<file path="src/rtl/srt4_pkg.sv">
// Shared encodings for the radix-4 engines.
// Covers the FSM states and the sign-magnitude Booth/quotient digits.
package srt4_pkg;

  typedef enum logic [2:0] {
    IDLE  = 3'd0,
    LOAD  = 3'd1,
    ADD   = 3'd2,
    SHIFT = 3'd3,
    DONE  = 3'd4
  } state_t;

  typedef enum logic [2:0] {
    D0  = 3'b000,
    DP1 = 3'b001,
    DP2 = 3'b010,
    DN1 = 3'b101,
    DN2 = 3'b110
  } digit_t;

endpackage

</file>
<file path="src/rtl/booth4_multiplier_if.sv">
// Host operand bus for the Booth multiplier.
// Uses the same begin/end handshake as the SRT-4 divider.
interface booth4_multiplier_if #(
  parameter int WIDTH = 8
);

  logic               beginSignal;
  logic [WIDTH-1:0]   x;
  logic [WIDTH-1:0]   y;
  logic               busy;
  logic               endSignal;
  logic [2*WIDTH-1:0] prod;

  modport master (
    output beginSignal, x, y,
    input  busy, endSignal, prod
  );

  modport slave (
    input  beginSignal, x, y,
    output busy, endSignal, prod
  );

endinterface

</file>
<file path="src/rtl/booth4_recoder.sv">
// Radix-4 Booth recoder: {Q1,Q0,Q_1} -> digit.
// Mirrors the divider's quotient-selection table.
module booth4_recoder
  import srt4_pkg::*;
(
  input  logic [2:0] bits,
  output digit_t     digit
);

  always_comb begin
    digit = D0;
    unique case (bits)
      3'b001, 3'b010: digit = DP1;
      3'b011:         digit = DP2;
      3'b100:         digit = DN2;
      3'b101, 3'b110: digit = DN1;
      default:        digit = D0;
    endcase
  end

endmodule

</file>
<file path="src/rtl/booth4_multiplier.sv">
// Sequential signed radix-4 Booth multiplier.
// Fixed latency: one digit per ADD/SHIFT pair.
module booth4_multiplier
  import srt4_pkg::*;
#(
  parameter int WIDTH = 8
) (
  input logic clk,
  input logic rst_b,
  booth4_multiplier_if.slave bus
);

  localparam int AW = WIDTH + 2;
  localparam int CW = $clog2(WIDTH / 2) + 1;

  state_t             state;
  state_t             state_nx;
  logic [AW-1:0]      a;
  logic [WIDTH-1:0]   q;
  logic               q_1;
  logic [WIDTH-1:0]   m;
  logic [CW-1:0]      cnt;
  logic [2*WIDTH-1:0] prod;
  logic [AW-1:0]      m_ext;
  logic [AW-1:0]      addend;
  logic [AW-1:0]      a_sum;
  logic [AW-1:0]      a_sh;
  logic [WIDTH-1:0]   q_sh;
  logic               last;
  logic               busy;
  logic               end_sig;
  digit_t             digit;

  booth4_recoder u_recoder (
    .bits  ({q[1:0], q_1}),
    .digit (digit)
  );

  assign m_ext = {{2{m[WIDTH-1]}}, m};
  assign a_sum = a + addend;
  assign a_sh  = {{2{a[AW-1]}}, a[AW-1:2]};
  assign q_sh  = {a[1:0], q[WIDTH-1:2]};
  assign last  = (cnt == CW'(WIDTH / 2 - 1));

  always_comb begin
    addend = '0;
    unique case (digit)
      DP1:     addend = m_ext;
      DP2:     addend = m_ext << 1;
      DN1:     addend = -m_ext;
      DN2:     addend = -(m_ext << 1);
      default: addend = '0;
    endcase
  end

  always_ff @(posedge clk or negedge rst_b) begin
    if (!rst_b) state <= IDLE;
    else        state <= state_nx;
  end

  always_comb begin
    state_nx = state;
    unique case (state)
      IDLE:    if (bus.beginSignal) state_nx = LOAD;
      LOAD:    state_nx = ADD;
      ADD:     state_nx = SHIFT;
      SHIFT:   state_nx = last ? DONE : ADD;
      DONE:    state_nx = IDLE;
      default: state_nx = IDLE;
    endcase
  end

  always_comb begin
    busy    = (state != IDLE);
    end_sig = (state == DONE);
  end

  // prod is captured on entry to DONE so it is valid alongside endSignal
  always_ff @(posedge clk or negedge rst_b) begin
    if (!rst_b) begin
      a    <= '0;
      q    <= '0;
      q_1  <= 1'b0;
      m    <= '0;
      cnt  <= '0;
      prod <= '0;
    end else begin
      unique case (state)
        IDLE: if (bus.beginSignal) begin
          m   <= bus.x;
          q   <= bus.y;
          a   <= '0;
          q_1 <= 1'b0;
          cnt <= '0;
        end
        ADD: a <= a_sum;
        SHIFT: begin
          a   <= a_sh;
          q   <= q_sh;
          q_1 <= q[1];
          cnt <= cnt + CW'(1);
          if (last) prod <= {a_sh[WIDTH-1:0], q_sh};
        end
        default: ;
      endcase
    end
  end

  assign bus.busy      = busy;
  assign bus.endSignal = end_sig;
  assign bus.prod      = prod;

endmodule
</file>
<file path="src/flat_wrapper.sv">
// flat-port wrapper written by rule: the top's interface ports become plain ports
module booth4_multiplier_flat import srt4_pkg::*;
#(
  parameter int WIDTH = 8
)
  (clk, rst_b, bus_beginSignal, bus_x, bus_y, bus_busy, bus_endSignal, bus_prod);
  booth4_multiplier_if #(.WIDTH(WIDTH)) bus_i ();
  input logic clk;
  input logic rst_b;
  input wire logic [$bits(bus_i.beginSignal)-1:0] bus_beginSignal;
  input wire logic [$bits(bus_i.x)-1:0] bus_x;
  input wire logic [$bits(bus_i.y)-1:0] bus_y;
  output wire logic [$bits(bus_i.busy)-1:0] bus_busy;
  output wire logic [$bits(bus_i.endSignal)-1:0] bus_endSignal;
  output wire logic [$bits(bus_i.prod)-1:0] bus_prod;
  assign bus_i.beginSignal = bus_beginSignal;
  assign bus_i.x = bus_x;
  assign bus_i.y = bus_y;
  assign bus_busy = bus_i.busy;
  assign bus_endSignal = bus_i.endSignal;
  assign bus_prod = bus_i.prod;
  booth4_multiplier #(.WIDTH(WIDTH)) u_core (.clk(clk), .rst_b(rst_b), .bus(bus_i));
endmodule
</file>
<file path="config.mk">
export PLATFORM = sky130hd
export DESIGN_NAME = booth4_multiplier_flat
export DESIGN_NICKNAME = d
export VERILOG_FILES = /design/src/rtl/srt4_pkg.sv /design/src/rtl/booth4_multiplier_if.sv /design/src/rtl/booth4_recoder.sv /design/src/rtl/booth4_multiplier.sv /design/src/flat_wrapper.sv
export SDC_FILE = /design/constraint.sdc
export NUM_CORES = 1
export LEC_CHECK = 0
export CAP_MARGIN = 20
export CORE_MARGIN = 2
export CORE_UTILIZATION = 40
export DETAILED_ROUTE_END_ITERATION = 7
export REMOVE_ABC_BUFFERS = 1
export SLEW_MARGIN = 25
export SYNTH_ARGS = -nofsm -noshare
export SYNTH_HDL_FRONTEND = slang
export SYNTH_SLANG_ARGS = --single-unit
export TNS_END_PERCENT = 30
</file>
<file path="constraint.sdc">
create_clock -name clk -period 4.7 [get_ports clk]
set_input_delay 0.94 -clock clk [delete_from_list [all_inputs] [get_ports clk]]
set_output_delay 0.94 -clock clk [all_outputs]
set_load 0.02 [all_outputs]
</file>
* Word-level counts from Yosys, hierarchy flattened
Cells that the tools add are included.
Storage, ports and cells: input bits 19, output and inout bits 18, logic and storage cells 54, register bits 49
Cells by class: equality and inequality tests 16, mux-type cells 13, reductions and logical operators 12, $add $sub $neg 4, bitwise operators 1
Operators by type and width (number):
- $pmux 10 s4 | 1
- $pmux 10 s3 | 1
- $pmux 3 s4 | 2
- $neg 10->10 | 2
- $eq 3x2->1 const B | 6
- $eq 3x3->1 const B | 6
- $pmux 8 s2 | 1
- $add 10x10->10 | 1
- $mux 10 | 1
- $eq 3x1->1 const B | 3
- $mux 3 | 3
- $mux 8 | 1
- $reduce_and 2->1 | 4
- $pmux 3 s2 | 1
- $reduce_bool 3->1 | 2
- $reduce_bool 2->1 | 2
- $reduce_or 2->1 | 2
- $add 3x1->3 const B | 1
- $logic_not 3->1 | 1
- $reduce_and 3->1 | 1
- $ne 2x2->1 const B | 1
- $pmux 1 s2 | 1
- $mux 1 | 1
- $not 1->1 | 1

* Depth between registers and ports, before layout
Gate-level depths: netlist of run 1.
depth after elaboration 7, gate-level depth with buffers 15, depth with buffers taken out 14

* Modules after synthesis
Synthesis of run 1 repeated with hierarchy kept, for this count alone.
Second synthesis, totals: cell total of the unflattened synthesis 300, area, all modules 2757.6 µm²
Modules (own cells, without submodules):
- booth4_multiplier | instances 1, cells each 295, area each 2725.1 µm², sequential area each 1226.2 µm²
- booth4_recoder | instances 1, cells each 5, area each 32.5 µm², sequential area each 0.0 µm²

* Worst setup path after synthesis of run 1
Ideal clock, no wire load.
path kind register -> register, start register u_core.q[0], end register u_core.a[8], data arrival time 2.816 ns, path slack 1.764 ns, data required time 4.580 ns, cell stages (with the launch flop) 15, library setup time 0.120 ns, path buffers 1, period minus slack after synthesis 2.936 ns, path through dfrtp_1 > nand2b_1 > o22ai_1 > ha_1 > clkbuf_2 > nor3b_1 > ha_1 > inv_1 > fa_1 > nor2b_1 > o21ai_0 > nand2b_1 > a311oi_1 > or3_1 > and3_1
Between the ends: cells in the longest elaborated chain, start to end 7, elaborated cells on any way between the ends 16, classes of those cells add/sub (1); eq/ne (10); mux (3); reduce/logical (2)
Ends and longest elaborated chain:
- start: declaration | RTL line booth4_multiplier.sv:19 | logic [WIDTH-1:0] q;
- start signal: assignment | RTL line booth4_multiplier.sv:91 | q <= bus.y;
- start signal: assignment | RTL line booth4_multiplier.sv:99 | q <= q_sh;
- $eq 3x3->1 (tied with other cells) | RTL line booth4_recoder.sv:12 | unique case (bits)
- $reduce_or 2->1 | RTL line booth4_recoder.sv:12
- $pmux 3 s4 * | RTL line booth4_recoder.sv:12
- $eq 3x3->1 (tied with other cells) | RTL line booth4_multiplier.sv:47 | unique case (digit)
- $pmux 10 s4 * | RTL line booth4_multiplier.sv:47
- $add 10x10->10 * | RTL line booth4_multiplier.sv:40 | assign a_sum = a + addend;
- $pmux 10 s3 * | RTL line booth4_multiplier.sv:88 | unique case (state)
- end signal: assignment | RTL line booth4_multiplier.sv:96 | ADD: a <= a_sum;
- end signal: assignment | RTL line booth4_multiplier.sv:98 | a <= a_sh;
- end: declaration | RTL line booth4_multiplier.sv:18 | logic [AW-1:0] a;
Mark *: on every way between the ends. The rest lies on a longest branch, timed or not. A chain may end at the register's enable or synchronous reset.

* Worst setup path after layout of run 1
Same ends and word-level chain as after synthesis.

==> qor.yml, run 1 <==
worst_setup_path:
  r2r_end: "u_core.a[8]$_DFFE_PN0P_"
  cp-endpoint: "u_core.a[8]$_DFFE_PN0P_"
  cpPeakStageDelay_ns: 0.45
  cp.required_ns: 4.90
  critical-path-top-delay-family: "simple AND/OR/NAND/NOR gates"
  crit_chain: "nand2b_1 -> o22ai_1 -> ha_1 -> nor3b_1 -> ha_1 -> inv_1 -> fa_1 -> nor2b_1 -> o21ai_0 -> nand2b_1 -> a311oi_1 -> or3_1 -> and3_1"
  worstPathMaxFanout: 10
  start_kind: "register"
  endpoint_kind: "register"
  cp_slowest_cell: "dfrtp_1"
  critPathArrivalTime_ns: 3.45
  cp.depth: 13
  rr_worst_depth: 13
  r2r-start: "u_core.q[0]$_DFFE_PN0P_"
  reg2reg_slack_ns: 1.45
  crit_buf_inv: 1
  critPathKind: "reg -> reg"
  critPathLaunch: "u_core.q[0]$_DFFE_PN0P_"
placed_design:
  io_buffers: 36
  hpwlAfterDp_mm: 4.02
  place.gp.congestion: 0.852
  place_inst: 385
power_and_ir_drop:
  p_total_mw: 2.39
  irDropWorstVdd_uv: 262
  leakagePower_nw: 1.44
  powerDensity_nw_per_um2: 723
cells_and_area:
  num_antenna_cells: 0
  area_growth_pct: 20.4
  finalNonFillerCells: 393
  nets: 346
  drive_above_1_share: 0.115
  mostFrequentLayoutCells: "dfrtp_1 (49), clkdlybuf4s50_1 (35), o21ai_0 (32), nand2_1 (31), mux2_2 (19)"
  final_util: 0.493
  layout_commonest_cell: "dfrtp_1"
global_route:
  grt_pass1_wl_mm: 10.0
  grt_overflow_total: 0
  grt_pass1_vias: 2138
  grt_max_degree: 50
  track_usage: 0.166
  antenna_found_initial: 0
logic_synthesis:
  postSynthAreaPerCell_um2: 9.90
  synth_top_area_cell: "dfrtp_1"
  synth-async-reset-ratio: 1.00
  synthFlopType: "dfrtp_1"
  netlist_top_cells_area: "dfrtp_1 (45%), mux2_2 (7.8%), ha_1 (6.4%)"
  syn_inst: 278
  synth.top_cell.area_share: 0.446
  ys.warnings.count: 0
  synth_edf_count: 0
  ys_ff_latch: 49
  seq_area_frac_synth: 0.446
  syn_area_um2: 2750
  ys_types: 44
floorplanning:
  die_area_um2: 7560
  dieWidth_um: 86.9
  coreArea_um2: 6720
  start_util: 0.409
  io_pins: 37
  die_h_um: 86.9
  rows: 30
timing:
  hold_viol_final: 0
  whs_ns: 0.496
  relSlewSlack: 0.421
  clock.fmax_mhz: 308
  min_period_ns: 3.25
  rsz0062_at_grt: "no"
  finalCritPeriodShare: 0.692
  finClkSkew_ns: 0.00811
  timing.setup.tns_ns: 0
  slew_violations: 0
  tightestPinTransition_ns: 0.867
  setup_viol: 0
clock_network:
  post_cts_buffers: 0
  cts_tree: "done"
  clkSinkCount: 49
  cts_resized: 0
  ctsHoldBuffers: 0
  cts_root_buf: "clkbuf_8"
  cts_made_buffers: 5
  h-tree-depth: 2
  clk-insertion-delay-late_ns: 0.31
  ctsLongestPathBuffers: 2
  clkTransAtPathRegs_ns: 0.09
outcome:
  outcome: "completed"
drt:
  antenna_left: 0
  first_pass_iters: 4
  wirelength_mm: 5.59
  viasPerCell: 5.33
  vias: 2095
  wire_per_inst_um: 14.2
  drt_iter0_markers: 74
  drc: 0
worst_hold_path:
  min_path_type: "reg -> reg"
flow_run:
  drv_cap: 0
[area by class of cell]
cell class	count	area [um^2]
Inverter	16	60.1
Clock buffer	5	68.8
Sequential cell	49	1230
Multi-Input combinational cell	202	1420
Fill cell	614	3410
Timing Repair Buffer	38	370
Clock inverter	3	65.1
Tap cell	80	100
[power by group]
part           internal [mW]  switching [mW]
Combinational          0.564           0.687
Sequential             0.613           0.174
Clock                  0.211           0.144
Total                   1.39            1.00
[layer usage]
metal | track usage | wire length, um | part of all wire | vias up
li1 | - | - | - | 1044
met1 | 0.222 | 2790 | 0.50 | 1009
met2 | 0.277 | 2580 | 0.46 | 34
met3 | 0.0332 | 149 | 0.027 | 8
met4 | 0.0384 | 74 | 0.013 | 0
met5 | 0 | 0 | 0 | -
[worst min-delay path, cell delays in order (launching register included)]
cell     delay [ns]
dfrtp_1        0.35
nand2_1        0.05
o21ai_0        0.06
[how the worst min path moves through the flow]
stage,end,startpoint,cells after the start,slack (ns)
after detailed placement,u_core.bus.prod[7]$_DFFE_PN0P_,u_core.bus.prod[7]$_DFFE_PN0P_,2,0.48
final,u_core.bus.prod[7]$_DFFE_PN0P_,u_core.bus.prod[7]$_DFFE_PN0P_,2,0.50
after CTS,u_core.bus.prod[7]$_DFFE_PN0P_,u_core.bus.prod[7]$_DFFE_PN0P_,2,0.50
after floorplan,u_core.cnt[0]$_DFFE_PN0P_,u_core.cnt[0]$_DFFE_PN0P_,1,0.47
after global placement,u_core.bus.prod[14]$_DFFE_PN0P_,u_core.bus.prod[14]$_DFFE_PN0P_,2,0.46
after global routing,u_core.cnt[0]$_DFFE_PN0P_,u_core.cnt[0]$_DFFE_PN0P_,1,0.52
[flip-flops by register name, summed over array words and instances, names as in the netlist]
name             cells
u_core.a            10
u_core.bus.prod     16
u_core.cnt           3
u_core.m             8
u_core.q             8
u_core.q_1           1
u_core.state         3
[cells in the mapped netlist, types with 2 or more instances]
cell type  count
o211ai_1       3
nand3_1        3
xor2_1         7
o21ai_0       32
clkbuf_1       7
or3_1          5
mux2_2        19
a22oi_1       15
mux2i_1        9
dfrtp_1       49
nor2_1        18
a31oi_1        2
nor2b_1        2
nor3b_1        3
a21oi_1        7
a311oi_1       2
and3_1         2
ha_1          14
buf_2          2
nand2_1       31
inv_1         16
o22ai_1        2
nand2b_1       2
xnor2_1        6
[metrics by stage]
stage	setup WS (ns)	instance area, um^2
2_1_floorplan	1.82	2700
3_3_place_gp	1.48	3170
3_5_place_dp	1.44	3180
4_1_cts	1.40	3310
5_1_grt	1.11	3310
6_report	1.45	3310
[cell families (layout without fill, tap and decap cells)]
kind of cell,Yosys count,count (layout),share of synthesized area
AO/OA/AOI/OAI,74,74,0.171
AND/OR/NAND/NOR,72,72,0.121
flip-flops,49,49,0.446
multiplexers,28,28,0.111
buffers and inverters,27,62,0.0396
adder cells (fa/ha/maj),15,15,0.0709
XOR/XNOR,13,13,0.0414
Power figures use the tool's default switching activity.
==> run 2, diff against run 1 <==
==> constraint.sdc (replaced) <==
create_clock -name clk -period 2.7 [get_ports clk]
set_input_delay 0.54 -clock clk [delete_from_list [all_inputs] [get_ports clk]]
set_output_delay 0.54 -clock clk [all_outputs]
set_load 0.02 [all_outputs]
==> qor.yml, run 2 (synthesis results as in run 1) <==
timing:
  finalCritPeriodShare: 1.05
  finalWorstSetupSlack_ns: -0.142
  relSlewSlack: 0.405
  whs_ns: 0.196
  finClkSkew_ns: 0.00283
  clock.fmax_mhz: 352
  min_period_ns: 2.84
  rsz0062_at_grt: "yes"
  hold_viol_final: 0
  slew_violations: 0
  setup_viol: 5
  tightestPinTransition_ns: 0.891
  timing.setup.tns_ns: -0.327
global_route:
  grt_pass1_wl_mm: 10.3
  antenna_found_initial: 0
  grt_max_degree: 50
  grt_pass1_vias: 2268
  track_usage: 0.172
  grt_overflow_total: 0
drt:
  antenna_left: 0
  drt_iter0_markers: 87
  vias: 2281
  viasPerCell: 5.26
  wirelength_mm: 6.04
  wire_per_inst_um: 13.9
  first_pass_iters: 4
  drc: 0
cells_and_area:
  design_area_um2: 3740
  mostFrequentLayoutCells: "dfrtp_1 (47), buf_4 (42), clkdlybuf4s50_1 (35), nand2_1 (31), o21ai_0 (28)"
  area_growth_pct: 36.1
  largest_reg_flops: 16
  drive_above_1_share: 0.280
  regMostFlops: "u_core.bus.prod"
  fill_cells: 582
  nets: 387
  regArea_um2: 1230
  layout_commonest_cell: "dfrtp_1"
  num_antenna_cells: 0
  multiInputGateArea_um2: 1550
  largestRegisters: "u_core.bus.prod x16, u_core.a x10"
worst_setup_path:
  worstPathMaxFanout: 6
  cp.required_ns: 2.91
  endpoint_kind: "register"
  critPathArrivalTime_ns: 3.05
  start_kind: "register"
  rr_worst_depth: 15
  critPathKind: "reg -> reg"
placed_design:
  place_area_um2: 3430
  place.gp.congestion: 0.919
  hpwlAfterDp_mm: 4.23
  io_buffers: 36
  place_ws_ns: -0.243
flow_run:
  drv_cap: 0
floorplanning:
  die_area_um2: 7560
  coreArea_um2: 6720
  die_h_um: 86.9
  start_util: 0.409
  dieWidth_um: 86.9
  io_pins: 37
  rows: 30
clock_network:
  clk-insertion-delay-late_ns: 0.31
  cts_made_buffers: 5
  ctsHoldBuffers: 0
  clkTransAtPathRegs_ns: 0.09
  h-tree-depth: 2
  ctsLongestPathBuffers: 2
  cts_tree: "done"
  cts_root_buf: "clkbuf_8"
  clkSinkCount: 49
outcome:
  failed_checks: "setup timing"
  outcome: "finished with violations"
power_and_ir_drop:
  irDropWorstVdd_uv: 479
  leakagePower_nw: 1.65
  powerDensity_nw_per_um2: 1290
worst_hold_path:
  min_path_type: "in -> async"
## run 2: changes by cell type in the layout (fill, tap and decap cells not counted), sizes merged
| cell | change |
|---|---|
| clkinv | -1 |
| buf | +41 |
| bufinv | -1 |
| clkbuf | +2 |
## run 2: routing by layer
layer | vias to the layer above | GRT usage | wire (um)
li1 | 1133 | - | -
met2 | 45 | 0.305 | 2940
met3 | 8 | 0.0360 | 237
met5 | - | 0 | 0
met1 | 1095 | 0.206 | 2790
met4 | 0 | 0.0568 | 78
## run 2: critical path, stage by stage, from the launching register on
cell	delay [ns]
dfrtp_2	0.43
buf_4	0.14
a21boi_1	0.13
buf_4	0.17
o31ai_1	0.09
xnor2_1	0.15
a22oi_1	0.21
nor2_1	0.07
ha_1	0.35
nand3_1	0.10
o211ai_1	0.09
buf_4	0.15
o211ai_1	0.19
xnor2_1	0.16
o21ai_1	0.09
a22o_1	0.20
## run 2: path summary, 6_finish.rpt
check                                                start                         endpoint  slack (ns)
max in group asynchronous                            rst_b           u_core.q_1$_DFFE_PN0P_        2.26
hold / removal                                       rst_b      u_core.state[1]$_DFFE_PN0P_        0.20
hold reg to reg            u_core.bus.prod[14]$_DFFE_PN0P_  u_core.bus.prod[14]$_DFFE_PN0P_        0.49
min in group clk           u_core.bus.prod[14]$_DFFE_PN0P_  u_core.bus.prod[14]$_DFFE_PN0P_        0.49
setup / recovery                    u_core.q_1$_DFFE_PN0P_          u_core.a[9]$_DFFE_PN0P_       -0.14
setup reg to reg                    u_core.q_1$_DFFE_PN0P_          u_core.a[9]$_DFFE_PN0P_       -0.14
## run 2: stage by stage
step | total power [mW] | utilization | instances
4_1_cts | 4.62 | 0.537 | 427
3_3_place_gp | 3.93 | 0.510 | 417
6_report | 4.82 | 0.557 | 434
5_1_grt | 5.24 | 0.557 | 434
2_1_floorplan | 2.90 | - | 267
3_5_place_dp | 3.98 | 0.510 | 417
## run 2: area by class of cell
class                   count  area share
multi-input cells         202       0.414
well taps                  80      0.0267
repair buffers             79       0.184
clock buffers               7      0.0231
inverters                  16      0.0160
clock inverters             1     0.00802
flip-flops and latches     49       0.328
## run 2: repair_timing
action                                  CTS  global route
resized for setup                        15            17
buffers inserted                          2             8
endpoints found under the setup margin    5             6
hold endpoints to repair                  0             0
pin swaps                                12            18
## run 2: where the power goes
part | internal [mW] | switching [mW]
combinational | 1.49 | 1.44
sequential | 1.07 | 0.268
clock | 0.302 | 0.252
==> run 3, diff against run 2 <==
--- a/config.mk
+++ b/config.mk
@@ -9,6 +9,7 @@
 export CORE_MARGIN = 2
 export CORE_UTILIZATION = 40
 export DETAILED_ROUTE_END_ITERATION = 7
+export PLACE_DENSITY = 0.71
 export REMOVE_ABC_BUFFERS = 1
 export SLEW_MARGIN = 25
 export SYNTH_ARGS = -nofsm -noshare
==> qor.yml, run 3 (synthesis results as in run 1) <==
worst_setup_path:
  endpoint_kind: "register"
  start_kind: "register"
  critPathKind: "reg -> reg"
  cp-endpoint: "u_core.a[9]$_DFFE_PN0P_"
  reg2reg_slack_ns: -0.18
  worstPathMaxFanout: 9
  cpPeakStageDelay_ns: 0.46
  cp.required_ns: 2.89
  r2r_end: "u_core.a[9]$_DFFE_PN0P_"
  critPathMostFrequentCell: "o211ai_1"
  cp_slowest_cell: "dfrtp_2"
  crit_chain: "nand2b_4 -> o22ai_4 -> buf_6 -> ha_4 -> buf_4 -> a21o_1 -> inv_1 -> ha_1 -> a21oi_2 -> o211ai_1 -> o211ai_1 -> xnor2_1 -> o21ai_1 -> a22o_1"
  rr_worst_depth: 14
  critPathArrivalTime_ns: 3.07
  critPathLaunch: "u_core.q[0]$_DFFE_PN0P_"
  r2r-start: "u_core.q[0]$_DFFE_PN0P_"
cells_and_area:
  regMostFlops: "u_core.bus.prod"
  largest_reg_flops: 16
  num_antenna_cells: 0
  area_growth_pct: 38.7
  layout_commonest_cell: "dfrtp_1"
  regArea_um2: 1230
  final_util: 0.568
  nets: 391
  mostFrequentLayoutCells: "dfrtp_1 (46), buf_4 (41), clkdlybuf4s50_1 (35), nand2_1 (30), o21ai_0 (25)"
  fill_cells: 581
  drive_above_1_share: 0.310
  multiInputGateArea_um2: 1570
  design_area_um2: 3820
  largestRegisters: "u_core.bus.prod x16, u_core.a x10"
placed_design:
  io_buffers: 36
  hpwlAfterDp_mm: 4.37
  place_area_um2: 3430
  place_ws_ns: -0.370
  place.gp.congestion: 0.891
timing:
  setup_viol: 5
  finalCritPeriodShare: 1.07
  rsz0062_at_grt: "yes"
  min_period_ns: 2.88
  tightestPinTransition_ns: 0.575
  clock.fmax_mhz: 348
  hold_viol_final: 0
  finClkSkew_ns: 0.0111
  timing.setup.tns_ns: -0.502
  whs_ns: 0.215
  finalWorstSetupSlack_ns: -0.177
  slew_violations: 0
  relSlewSlack: 0.617
floorplanning:
  rows: 30
  start_util: 0.409
  dieWidth_um: 86.9
  io_pins: 37
  die_h_um: 86.9
  coreArea_um2: 6720
  die_area_um2: 7560
global_route:
  grt_pass1_vias: 2354
  grt_max_degree: 29
  antenna_found_initial: 0
  grt_overflow_total: 0
  track_usage: 0.177
  grt_pass1_wl_mm: 10.6
outcome:
  outcome: "finished with violations"
  failed_checks: "setup timing"
clock_network:
  cts_tree: "done"
  clkTransAtPathRegs_ns: 0.10
  cts_made_buffers: 5
  cts_root_buf: "clkbuf_8"
  clkSinkCount: 49
  clk-insertion-delay-late_ns: 0.31
  h-tree-depth: 2
  ctsLongestPathBuffers: 2
flow_run:
  drv_cap: 0
power_and_ir_drop:
  power_frac_seq: 0.269
  switching_share: 0.410
  powerDensity_nw_per_um2: 1300
  power.switching_mw: 2.03
  leakagePower_nw: 1.68
  intPower_mw: 2.93
  clkPwrFrac: 0.111
  irDropWorstVdd_uv: 620
  share_comb_of_total_power: 0.620
drt:
  drt_iter0_markers: 117
  drc: 0
  vias: 2323
  wirelength_mm: 6.25
  antenna_left: 0
  viasPerCell: 5.30
  first_pass_iters: 4
  wire_per_inst_um: 14.3
worst_hold_path:
  min_path_type: "in -> async"
[run 3: changes by cell type in the layout (fill, tap and decap cells not counted), sizes merged]
| cell | previous run | this run |
|---|---|---|
| buf | 44 | 48 |
| clkbuf | 7 | 6 |
| clkinvlp | 0 | 1 |
[run 3: metal layers]
metal  part of all wire  GRT usage  vias up
met4              0.017     0.0611        0
met5                  0          0        -
met3              0.044     0.0351       14
met2               0.49      0.298       56
met1               0.45      0.228     1113
li1                   -          -     1140
[run 3: how the worst min path moves through the flow]
stage                                           end  slack [ns]  depth (start not counted)
floorplan                   u_core.a[0]$_DFFE_PN0P_        0.24                          0
global placement    u_core.bus.prod[14]$_DFFE_PN0P_        0.46                          2
detailed placement  u_core.bus.prod[14]$_DFFE_PN0P_        0.47                          2
CTS                  u_core.bus.prod[6]$_DFFE_PN0P_        0.23                          1
global route         u_core.bus.prod[6]$_DFFE_PN0P_        0.27                          1
finish               u_core.bus.prod[6]$_DFFE_PN0P_        0.22                          1
[run 3: worst max-delay path, delay by kind of cell, from the launching register on]
family | cells | cell delay, ns
compound gates | 7 | 1.15
flops | 1 | 0.46
fa+ha+maj | 2 | 0.42
buf+inv | 3 | 0.37
xor+xnor | 1 | 0.18
simple gates | 1 | 0.17
[run 3: final cells by class]
cell class | instances | area share
clock buffers | 6 | 0.0216
clock inverters | 2 | 0.00983
inverters | 16 | 0.0157
multi-input cells | 202 | 0.411
flip-flops and latches | 49 | 0.322
well taps | 80 | 0.0262
repair buffers | 83 | 0.194
[run 3: power by group through the flow]
stage / clock (mW) / combinational (mW) / sequential (mW)
after floorplan: 0 / 1.47 / 1.43
after global placement: 0 / 2.55 / 1.33
after detailed placement: 0 / 2.62 / 1.34
after CTS: 0.562 / 2.96 / 1.34
after global routing: 0.591 / 3.39 / 1.38
final: 0.551 / 3.08 / 1.33
[run 3: timing repair]
action,4_1_cts,5_1_grt
resized for setup,44,3
hold buffers,0,0
setup buffers,8,5
setup endpoints to repair,5,6
gates cloned,0,0
pin swaps,25,12
[run 3: through the flow]
step / power (mW) / instances
after detailed placement: 3.96 / 417
after global routing: 5.36 / 438
after floorplan: 2.90 / 267
after global placement: 3.88 / 417
final: 4.96 / 438
after CTS: 4.86 / 433
==> edit: new RTL, settings of run 2 <==
Reset style: synchronous (`rst_b`), changed in 2 clocked blocks.
--- a/src/rtl/booth4_multiplier.sv
+++ b/src/rtl/booth4_multiplier.sv
@@ -54,5 +54,5 @@
   end
 
-  always_ff @(posedge clk or negedge rst_b) begin
+  always_ff @(posedge clk) begin
     if (!rst_b) state <= IDLE;
     else        state <= state_nx;
@@ -77,5 +77,5 @@
 
   // prod is captured on entry to DONE so it is valid alongside endSignal
-  always_ff @(posedge clk or negedge rst_b) begin
+  always_ff @(posedge clk) begin
     if (!rst_b) begin
       a    <= '0;
Behaviour: differs if rst_b is asserted again (counterexample within 4 cycles, from zero or initial values and one cycle with rst_b low); with rst_b held inactive, the same outputs for 10 cycles.
==> edit against run 2 <==
Design area shrank 2.3%; sequential share of layout area decreased by 5.7 points; largest cell class unchanged; sequential cell count is the same; synthesized cell count grew 24%; clock skew rose by 0.0070 ns; worst setup slack better by 0.19 ns; area after synthesis about the same; count of clock-buffer cells in the layout shrank 2; first-iteration DRC count is 33% higher; routed wire length increased by 6.5%.
Power is not compared: it rests on default switching activity, and its combinational part moved more than twofold at a synthesized area within 25%.
==> edit: results (changes against run 2) <==
status finished clean (was finished with violations); proportion of layout cells with a drive suffix above 1 0.197 (was 0.280); top cells by count, synth 77 x nand2_1, 49 x dfxtp_1, 25 x a21boi_0, 20 x clkbuf_1, 16 x nor2b_1 (was 49 x dfrtp_1, 32 x o21ai_0, 31 x nand2_1, 19 x mux2_2, 18 x nor2_1); largest fanout on the critical path 4 (was 6); grt met1 use 0.233 (was 0.206); Hold Crit Class reg2reg (was in2async); WP data arrival 2.84 ns (was 3.05 ns); Area contributors post-synth dfxtp_1 36%, nand2_1 11%, a21boi_0 6.8% (was dfrtp_1 45%, mux2_2 7.8%, ha_1 6.4%); Fill cells 637 (was 582); Critical Path Max Stage Delay 0.56 ns (was 0.43 ns); largest net degree at the start of global routing 21 (was 50); Post-Synth XOR/XNOR Area 0.0446 (was 0.0414); met2 usage 0.312 (was 0.305); ys async rst share 0 (was 1.00); worst slew pin tran 0.712 ns (was 0.891 ns); nets@finish 436 (was 387); fin crit share 0.981 (was 1.05); reg2reg end u_core.a[9] (unchanged); overall global routing resource usage 0.180 (was 0.172); Seq/Total Area, Yosys 0.357 (was 0.446); M1 WL 3020 microns (was 2790 microns); drt pass-1 iters 5 (was 4); met2 WL 3140 microns (was 2940 microns); post-route design area 3660 sq um (was 3740 sq um); worst r2r path cells 12 (was 15); Clock Skews 0.00984 ns (was 0.00283 ns); cts repair resizes 20 (was 15); met3 routed WL 233 microns (was 237 microns); drt wl/cell 13.3 microns (was 13.9 microns)
## edit: critical path, delay by kind of cell (launching register included)
kind	cells	cell delay, ns
simple gates	4	0.78
fa+ha+maj	1	0.31
xor+xnor	1	0.09
compound gates	6	1.01
flops	1	0.35
## edit: worst max-delay path by stage
stage / startpoint / to / cells after the start
2_1_floorplan: u_core.q[1] / u_core.a[9] / 12
3_3_place_gp: u_core.m[3] / u_core.a[9] / 12
3_5_place_dp: u_core.m[3] / u_core.a[9] / 12
4_1_cts: u_core.q_1 / u_core.a[5] / 15
5_1_grt: u_core.m[4] / u_core.a[9] / 12
6_report: u_core.m[4] / u_core.a[9] / 12
## edit: final cells by class
class | instances | area share
Inverter | 12 | 0.0123
Tap cell | 80 | 0.0274
Clock buffer | 5 | 0.0188
Sequential cell | 49 | 0.271
Timing Repair Buffer | 71 | 0.176
Clock inverter | 2 | 0.0106
Multi-Input combinational cell | 263 | 0.484
